==> config.mk <==
export PLATFORM = sky130hd
export DESIGN_NAME = nvdla_mcif_rd_cdt_gate
export DESIGN_NICKNAME = d
export VERILOG_FILES = /design/src/rtl/nvdla_mcif_pkg.sv /design/src/rtl/nvdla_mcif_cdt_cnt.sv /design/src/rtl/nvdla_mcif_rd_cdt_gate.sv
export SDC_FILE = /design/constraint.sdc
export NUM_CORES = 1
export LEC_CHECK = 0
export CORE_ASPECT_RATIO = 0.6
export CORE_MARGIN = 2
export CORE_UTILIZATION = 46
export CTS_CLUSTER_SIZE = 28
export DETAILED_ROUTE_END_ITERATION = 10
export HOLD_SLACK_MARGIN = 0.08
export PLACE_DENSITY = 0.86
export SLEW_MARGIN = 10
export SYNTH_ARGS = -nofsm -noshare
export SYNTH_HDL_FRONTEND = slang
export SYNTH_SLANG_ARGS = --single-unit
==> constraint.sdc <==
create_clock -name nvdla_core_clk -period 4.5 [get_ports nvdla_core_clk]
set_clock_uncertainty 0.1 [all_clocks]
set_input_delay 0.45 -clock nvdla_core_clk [delete_from_list [all_inputs] [get_ports nvdla_core_clk]]
set_output_delay 0.45 -clock nvdla_core_clk [all_outputs]
set_load 0.01 [all_outputs]
==> src/rtl/nvdla_mcif_pkg.sv <==
// Shared MCIF read-request definitions: default field widths, pd layout and request struct.
package nvdla_mcif_pkg;

    localparam int ADDR_W_DEF  = 64;
    localparam int SIZE_W_DEF  = 15;
    localparam int PD_ADDR_LSB = 0;
    localparam int PD_SIZE_LSB = ADDR_W_DEF;
    localparam int PD_W_DEF    = ADDR_W_DEF + SIZE_W_DEF;

    // size holds atoms-1; pd = {size, addr}
    typedef struct packed {
        logic [SIZE_W_DEF-1:0] size;
        logic [ADDR_W_DEF-1:0] addr;
    } rd_req_t;

endpackage

==> src/rtl/nvdla_mcif_cdt_cnt.sv <==
// Up/down credit counter bounded at MAX, with a sticky flag for a return that would exceed MAX.
module nvdla_mcif_cdt_cnt
    import nvdla_mcif_pkg::*;
#(
    parameter int MAX   = 256,
    parameter int CNT_W = $clog2(MAX + 1)
) (
    input  logic             clk,
    input  logic             rst,
    input  logic             dec,
    input  logic [CNT_W-1:0] dec_val,
    input  logic             inc,
    output logic [CNT_W-1:0] cnt,
    output logic             overflow
);

    logic [CNT_W:0] nxt;
    logic           ovf_hit;

    always_comb begin
        ovf_hit = inc && !dec && (cnt == CNT_W'(MAX));
        nxt     = {1'b0, cnt} + (CNT_W + 1)'(inc) - (dec ? {1'b0, dec_val} : '0);
    end

    always_ff @(posedge clk or posedge rst) begin
        if (rst) begin
            cnt      <= CNT_W'(MAX);
            overflow <= 1'b0;
        end else if (ovf_hit) begin
            overflow <= 1'b1;
        end else if (nxt > (CNT_W + 1)'(MAX)) begin
            cnt <= CNT_W'(MAX);
        end else begin
            cnt <= nxt[CNT_W-1:0];
        end
    end

endmodule

==> src/rtl/nvdla_mcif_rd_cdt_gate.sv <==
// Read-request credit gate: forwards a client request only when the latency FIFO can absorb its atoms.
module nvdla_mcif_rd_cdt_gate
    import nvdla_mcif_pkg::*;
#(
    parameter int ADDR_W    = ADDR_W_DEF,
    parameter int SIZE_W    = SIZE_W_DEF,
    parameter int LAT_DEPTH = 256,
    parameter int CNT_W     = $clog2(LAT_DEPTH + 1)
) (
    input  logic                     nvdla_core_clk,
    input  logic                     nvdla_core_rst,
    input  logic                     dma2gate_rd_req_valid,
    output logic                     dma2gate_rd_req_ready,
    input  logic [ADDR_W+SIZE_W-1:0] dma2gate_rd_req_pd,
    output logic                     gate2mcif_rd_req_valid,
    input  logic                     gate2mcif_rd_req_ready,
    output logic [ADDR_W+SIZE_W-1:0] gate2mcif_rd_req_pd,
    input  logic                     rd_cdt_lat_fifo_pop,
    output logic [CNT_W-1:0]         credit_avail,
    output logic [31:0]              stall_cnt,
    output logic                     err_oversize,
    output logic                     err_cdt_overflow
);

    localparam int PD_W   = ADDR_W + SIZE_W;
    localparam int NEED_W = ((SIZE_W > CNT_W) ? SIZE_W : CNT_W) + 1;

    logic [SIZE_W-1:0] size_p0;
    logic [NEED_W-1:0] need_p0;
    logic [CNT_W-1:0]  need_eff_p0;
    logic              oversize_p0;
    logic              slot_free_p0;
    logic              cdt_ok_p0;
    logic              accept_p0;
    logic              vld_p1;
    logic [PD_W-1:0]   pd_p1;

    // Stage p0: credit check on the incoming request against the registered count
    always_comb begin
        size_p0      = dma2gate_rd_req_pd[ADDR_W +: SIZE_W];
        need_p0      = NEED_W'(size_p0) + NEED_W'(1);
        oversize_p0  = need_p0 > NEED_W'(LAT_DEPTH);
        need_eff_p0  = oversize_p0 ? CNT_W'(LAT_DEPTH) : CNT_W'(need_p0);
        slot_free_p0 = !vld_p1 || gate2mcif_rd_req_ready;
        cdt_ok_p0    = credit_avail >= need_eff_p0;
        accept_p0    = dma2gate_rd_req_valid && slot_free_p0 && cdt_ok_p0;
    end

    assign dma2gate_rd_req_ready = slot_free_p0 && cdt_ok_p0;

    nvdla_mcif_cdt_cnt #(
        .MAX   (LAT_DEPTH),
        .CNT_W (CNT_W)
    ) u_cdt_cnt (
        .clk      (nvdla_core_clk),
        .rst      (nvdla_core_rst),
        .dec      (accept_p0),
        .dec_val  (need_eff_p0),
        .inc      (rd_cdt_lat_fifo_pop),
        .cnt      (credit_avail),
        .overflow (err_cdt_overflow)
    );

    // Stage p1: output request register toward MCIF
    always_ff @(posedge nvdla_core_clk or posedge nvdla_core_rst) begin
        if (nvdla_core_rst) begin
            vld_p1 <= 1'b0;
            pd_p1  <= '0;
        end else if (accept_p0) begin
            vld_p1 <= 1'b1;
            pd_p1  <= dma2gate_rd_req_pd;
        end else if (gate2mcif_rd_req_ready) begin
            vld_p1 <= 1'b0;
        end
    end

    assign gate2mcif_rd_req_valid = vld_p1;
    assign gate2mcif_rd_req_pd    = pd_p1;

    always_ff @(posedge nvdla_core_clk or posedge nvdla_core_rst) begin
        if (nvdla_core_rst) begin
            stall_cnt    <= '0;
            err_oversize <= 1'b0;
        end else begin
            if (dma2gate_rd_req_valid && slot_free_p0 && !cdt_ok_p0 && (stall_cnt != '1))
                stall_cnt <= stall_cnt + 32'd1;
            if (accept_p0 && oversize_p0)
                err_oversize <= 1'b1;
        end
    end

endmodule

* After elaboration in Yosys (flattened, before gate mapping) *
Index checks and enable logic that the tools add are counted.

cells by class
  $add $sub $neg = 4
  $lt $le $gt $ge = 3
  eq/ne operators = 2
  multiplexer cells = 5
  reductions and logical operators = 13

operators with widths
  kind                                                            number
  adder 32 x 1 -> 32 bit, second input constant                   1
  != test 32 bit, second input constant                           1
  2-to-1 mux 9 bit                                                3
  adder 15 x 1 -> 16 bit, second input constant                   1
  greater-than comparator 16 x 9 -> 1 bit, second input constant  1
  adder 9 x 1 -> 10 bit                                           1
  greater-than comparator 10 x 9 -> 1 bit, second input constant  1
  subtractor 10 bit                                               1
  == test 9 bit, second input constant                            1
  greater-or-equal comparator 9 bit                               1
  logical AND 1 bit                                               8
  logical NOT 1 bit                                               3
  2-to-1 mux 1 bit                                                2
  nonzero test 2 bit                                              1
  logical OR 1 bit                                                1

storage, ports and cells
  register bits = 123
  input bits = 84
  output and inout port bits = 124

* Logic depth before layout (Yosys ltp) *
  depth in word-level cells = 9
  gate-level depth with buffers = 26

* Cells and area by module *
From an unflattened synthesis, not the netlist that was laid out.

second synthesis, totals
  cell total of the unflattened synthesis = 516
  area total of the unflattened synthesis = 6127.1 um^2

modules (own cells, without submodules)
  module                  instances  cells an instance  area an instance (um^2)  seq. area each (um^2)
  nvdla_mcif_rd_cdt_gate  1          415                5192.5                   2827.7
  nvdla_mcif_cdt_cnt      1          101                934.6                    251.5

* Least setup slack after synthesis *
Ideal clock, no wire load.

  kind = input -> register
  from = in dma2gate_rd_req_pd[64]
  to = reg u_cdt_cnt.cnt[8]
  setup time = 82 ps
  arrival time = 5154 ps
  required time = 4318 ps
  slack = -836 ps
  stages = 23
  cell sequence = ha_1 > and3_1 > buf_4 > and4_1 > mux2i_1 > a21oi_4 > nand2_1 > or2_2 > ha_1 > nand4_1 > nor2_1 > a21oi_2 > nand2_1 > nand2_1 > or3_1 > ha_1 > ha_1 > a21o_1 > a21oi_1 > or4b_1 > o2111ai_1 > o22ai_2 > or2_1

on the way
  cells in the longest elaborated chain, start to end = 9
  elaborated cells between the ends (all ways) = 12
  classes of those cells = 2 x add/sub; 3 x order compare; 3 x mux; 4 x reduce/logical

ends and longest elaborated chain
  what                                     line                          source
  start, declared                          nvdla_mcif_rd_cdt_gate.sv:14  input logic [ADDR_W+SIZE_W-1:0] dma2gate_rd_req_pd,
  adder 15 x 1 -> 16 bit *                 nvdla_mcif_rd_cdt_gate.sv:41  need_p0 = NEED_W'(size_p0) + NEED_W'(1);
  greater-than comparator 16 x 9 -> 1 bit  nvdla_mcif_rd_cdt_gate.sv:42  oversize_p0 = need_p0 > NEED_W'(LAT_DEPTH);
  2-to-1 mux 9 bit *                       nvdla_mcif_rd_cdt_gate.sv:43  need_eff_p0 = oversize_p0 ? CNT_W'(LAT_DEPTH) : CNT_W'(need_p0);
  greater-or-equal comparator 9 bit        nvdla_mcif_rd_cdt_gate.sv:45  cdt_ok_p0 = credit_avail >= need_eff_p0;
  logical AND 1 bit                        nvdla_mcif_rd_cdt_gate.sv:46  accept_p0 = dma2gate_rd_req_valid && slot_free_p0 && cdt_ok_p0;
  2-to-1 mux 9 bit                         nvdla_mcif_cdt_cnt.sv:22      nxt = {1'b0, cnt} + (CNT_W + 1)'(inc) - (dec ? {1'b0, dec_val} : '0);
  subtractor 10 bit                        nvdla_mcif_cdt_cnt.sv:22
  greater-than comparator 10 x 9 -> 1 bit  nvdla_mcif_cdt_cnt.sv:31      end else if (nxt > (CNT_W + 1)'(MAX)) begin
  2-to-1 mux 9 bit                         nvdla_mcif_cdt_cnt.sv:31
  end signal, assigned                     nvdla_mcif_cdt_cnt.sv:27      cnt <= CNT_W'(MAX);
  end signal, assigned                     nvdla_mcif_cdt_cnt.sv:32      cnt <= CNT_W'(MAX);
  end signal, assigned                     nvdla_mcif_cdt_cnt.sv:34      cnt <= nxt[CNT_W-1:0];
  end, declared                            nvdla_mcif_cdt_cnt.sv:13      output logic [CNT_W-1:0] cnt,

Mark *: on every way between the ends. The rest lies on a longest branch, timed or not.
A chain may end at the register's enable or synchronous reset.

* Worst setup path after layout *
  from = in dma2gate_rd_req_pd[65]
  to = reg u_cdt_cnt.cnt[2]

The elaborated chain is that of the path after synthesis.

==> flow_summary.toml <==
[floorplan]
io_pins = 208
core_mm2 = 0.0135
rows = 33
die_y_um = 94.5
start_util_pct = 46.5
die_w_um = 155
dieArea_mm2 = 0.0146

[critical_path]
cp.required_ps = 4720
rr_startpoint = "u_cdt_cnt.cnt[7]$_DFFE_PP0N_"
worst-path-max-fanout = 5
rr_worst_depth = 18
cp-end-kind = "flop"
worstPathArrival_ps = 5140
worstSetupStartpointType = "input pin"
critPathKind = "in2reg"
r2r-end = "u_cdt_cnt.cnt[2]$_DFFE_PP0N_"
r2r_slack_ps = 430

[power_and_ir_drop]
comb_power_share_pct = 55.7
pwr-share-clk_pct = 20.0
peakVddDrop_v = 0.000444
p_per_area_mw_per_mm2 = 722
power.leakage_uw = 0.00439
intPower_uw = 4790
swShare_pct = 35.5
seq_power_share_pct = 24.3
power_switching_uw = 2640

[synth]
synth-edff-count = 0
syn_nets = 646
synthCells = 532
yosysSeqAreaShare_pct = 49.0
synth-main-ff-cell = "dfrtp_1"
async_reset_ff_share_pct = 100
syn_area_mm2 = 0.00628
ys_ff_latch = 123
synth_cell_types = 58
ys.warnings.count = 0
avgSynthCellArea_um2 = 11.8

[placed_design]
gp_congestion = 0.920
pre_cts_ws_ps = -1230
dpl.hpwl_mm = 13.6
port_buffers = 207

[hold_path]
whs_path_depth = 2
worstHoldPathType = "in2reg"
min_from = "dma2gate_rd_req_pd[72]"
min_to = "gate2mcif_rd_req_pd[72]$_DFFE_PP0N_"

[final_layout]
final_cell_mix = "clkdlybuf4s50_1, dfrtp_1, mux2_2, buf_4, xor2_1"
finalNetCount = 948
syn_to_final_growth_pct = 63.8
fin_util_pct = 76.2
fillers = 857
drive_gt1_share_pct = 35.4
multiInputGateArea_mm2 = 0.00357
final-seq-area_mm2 = 0.00308
final_common_cell = "clkdlybuf4s50_1"

[clock_tree]
cts_buffer_depth = 2
cts_tree = "done"
numCtsBuffers = 17
clock_latency_ps = 420
cts_sinks = 123
root_buffer = "clkbuf_16"
htree_levels = 4
cts.clk_slew.worst_paths_ps = 60

[sta]
max_slew_margin_pct = 27.6
holdWs_ps = 232
setup_violations = 9
fmax_mhz = 203
drv_slew = 0
timing.final.crit_share_pct = 109
fin_crit_ps = 4920
fin_ws_ps = -422
worstMarginPinSlew_ps = 1090
hold_violations = 0
rsz0062_at_grt = "yes"

[global_routing]
grt_pass1_wl_mm = 29.2
antenna_found_initial = 1
track_usage_pct = 26.0
grt_max_degree = 89
grt_pass1_vias = 5610
overflow = 0

[route]
first_iter_violations = 252
drc = 0
final_antenna_net_count = 0
routedWlPerCell_um = 19.2
routed_wl_mm = 19.6
dr_total_vias = 5569
drt_first_pass_iters = 5
routed_via_density = 5.44

[status]
status = "complete, but fails checks"
violations = "negative setup slack"

[flow_run]
drv_cap = 0
[state kept, by name (all words and copies together), names as in the netlist]
signal,flops
err_oversize,1
gate2mcif_rd_req_pd,79
gate2mcif_rd_req_valid,1
stall_cnt,32
u_cdt_cnt.cnt,9
u_cdt_cnt.overflow,1
[how the worst max path moves through the flow]
stage	startpoint	endpoint	slack (ps)	cells past startpoint
after global placement	dma2gate_rd_req_pd[64]	u_cdt_cnt.cnt[8]$_DFFE_PP1N_	-1050	23
final	dma2gate_rd_req_pd[65]	u_cdt_cnt.cnt[2]$_DFFE_PP0N_	-420	26
after global routing	dma2gate_rd_req_pd[65]	u_cdt_cnt.cnt[0]$_DFFE_PP0N_	-520	26
after floorplan	dma2gate_rd_req_pd[64]	u_cdt_cnt.cnt[8]$_DFFE_PP1N_	-300	23
after CTS	dma2gate_rd_req_pd[65]	u_cdt_cnt.cnt[8]$_DFFE_PP1N_	-260	23
after detailed placement	dma2gate_rd_req_pd[64]	u_cdt_cnt.cnt[2]$_DFFE_PP0N_	-1230	23
[cells in the mapped netlist, drive strengths merged, types with 6 or more instances]
cell / instances / area share, %
a21oi: 15 / 1.4
and3: 9 / 0.98
and4: 6 / 0.88
buf: 11 / 0.96
dfrtp: 122 / 49
ha: 29 / 5.8
inv: 16 / 0.96
mux2: 81 / 15
nand2: 32 / 1.9
nand3: 21 / 2.2
nand4: 19 / 1.9
nor2: 33 / 2.0
nor3: 19 / 1.7
nor3b: 7 / 0.84
or2: 10 / 1.0
xnor2: 10 / 1.4
xor2: 34 / 4.7
[metal layers]
| layer | vias to the layer above | wire (µm) | global-route usage (%) |
|---|---|---|---|
| met2 | 231 | 9190 | 41.2 |
| li1 | 2521 | - | - |
| met5 | - | 0 | 0 |
| met4 | 0 | 466 | 9.95 |
| met1 | 2774 | 8570 | 34.2 |
| met3 | 43 | 1370 | 7.39 |
[worst max-delay path, stage by stage]
cell and delay (ps):
buf_8 80, ha_4 120, and3_4 200, and4_4 240, a21boi_2 170, o221a_4 280
nand3_4 90, or2_1 250, ha_1 300, nand4_1 170, nor2_2 70, a21oi_2 210
nand2_2 130, nand2_4 130, nor3_4 40, ha_1 280, inv_1 70, ha_2 190
inv_2 40, fa_2 350, buf_4 150, xor2_2 170, nand3_1 130, nor3_1 260
nand4_1 280, a211oi_2 290
[repair_timing]
item,4_1_cts,5_1_grt
gates resized for setup,80,29
cloned,2,0
buffers inserted,10,11
setup endpoints to repair,88,9
pin swaps,35,17
hold buffers,0,0
[kinds of logic (layout without fill, tap and decap cells)]
family	Yosys count	after routing	share of synthesized area, %
buf+inv	27	340	1.91
compound gates	42	43	5.26
mux	86	86	15.4
xor+xnor	44	44	6.14
fa+ha+maj	30	30	6.10
simple gates	180	181	16.2
flops	123	123	49.0
other cells	0	1	0
[through the flow]
stage,std cells,total power (µW),cell area [µm²],TNS (ps)
finish,1023,7430,10300,-3380
CTS,1012,6970,10100,-2040
global route,1023,7770,10300,-4220
detailed placement,968,5210,9200,-39800
global placement,968,5100,9200,-28540
floorplan,532,3560,6480,-2240
[power by group through the flow]
stage	combinational [µW]	clock, µW	sequential [µW]
after floorplan	1590	0	1970
after global placement	3330	0	1770
after detailed placement	3400	0	1810
after CTS	3670	1500	1800
after global routing	4350	1560	1860
final	4140	1490	1800
[area by class of cell]
type,count,share of cell area (%)
Antenna cell,1,0.0243
Sequential cell,123,29.9
Timing Repair Buffer,292,26.4
Clock inverter,12,1.80
Multi-Input combinational cell,384,34.7
Inverter,16,0.608
Tap cell,175,2.13
Clock buffer,20,4.44
Note: power is estimated with default switching activity, not from simulation.
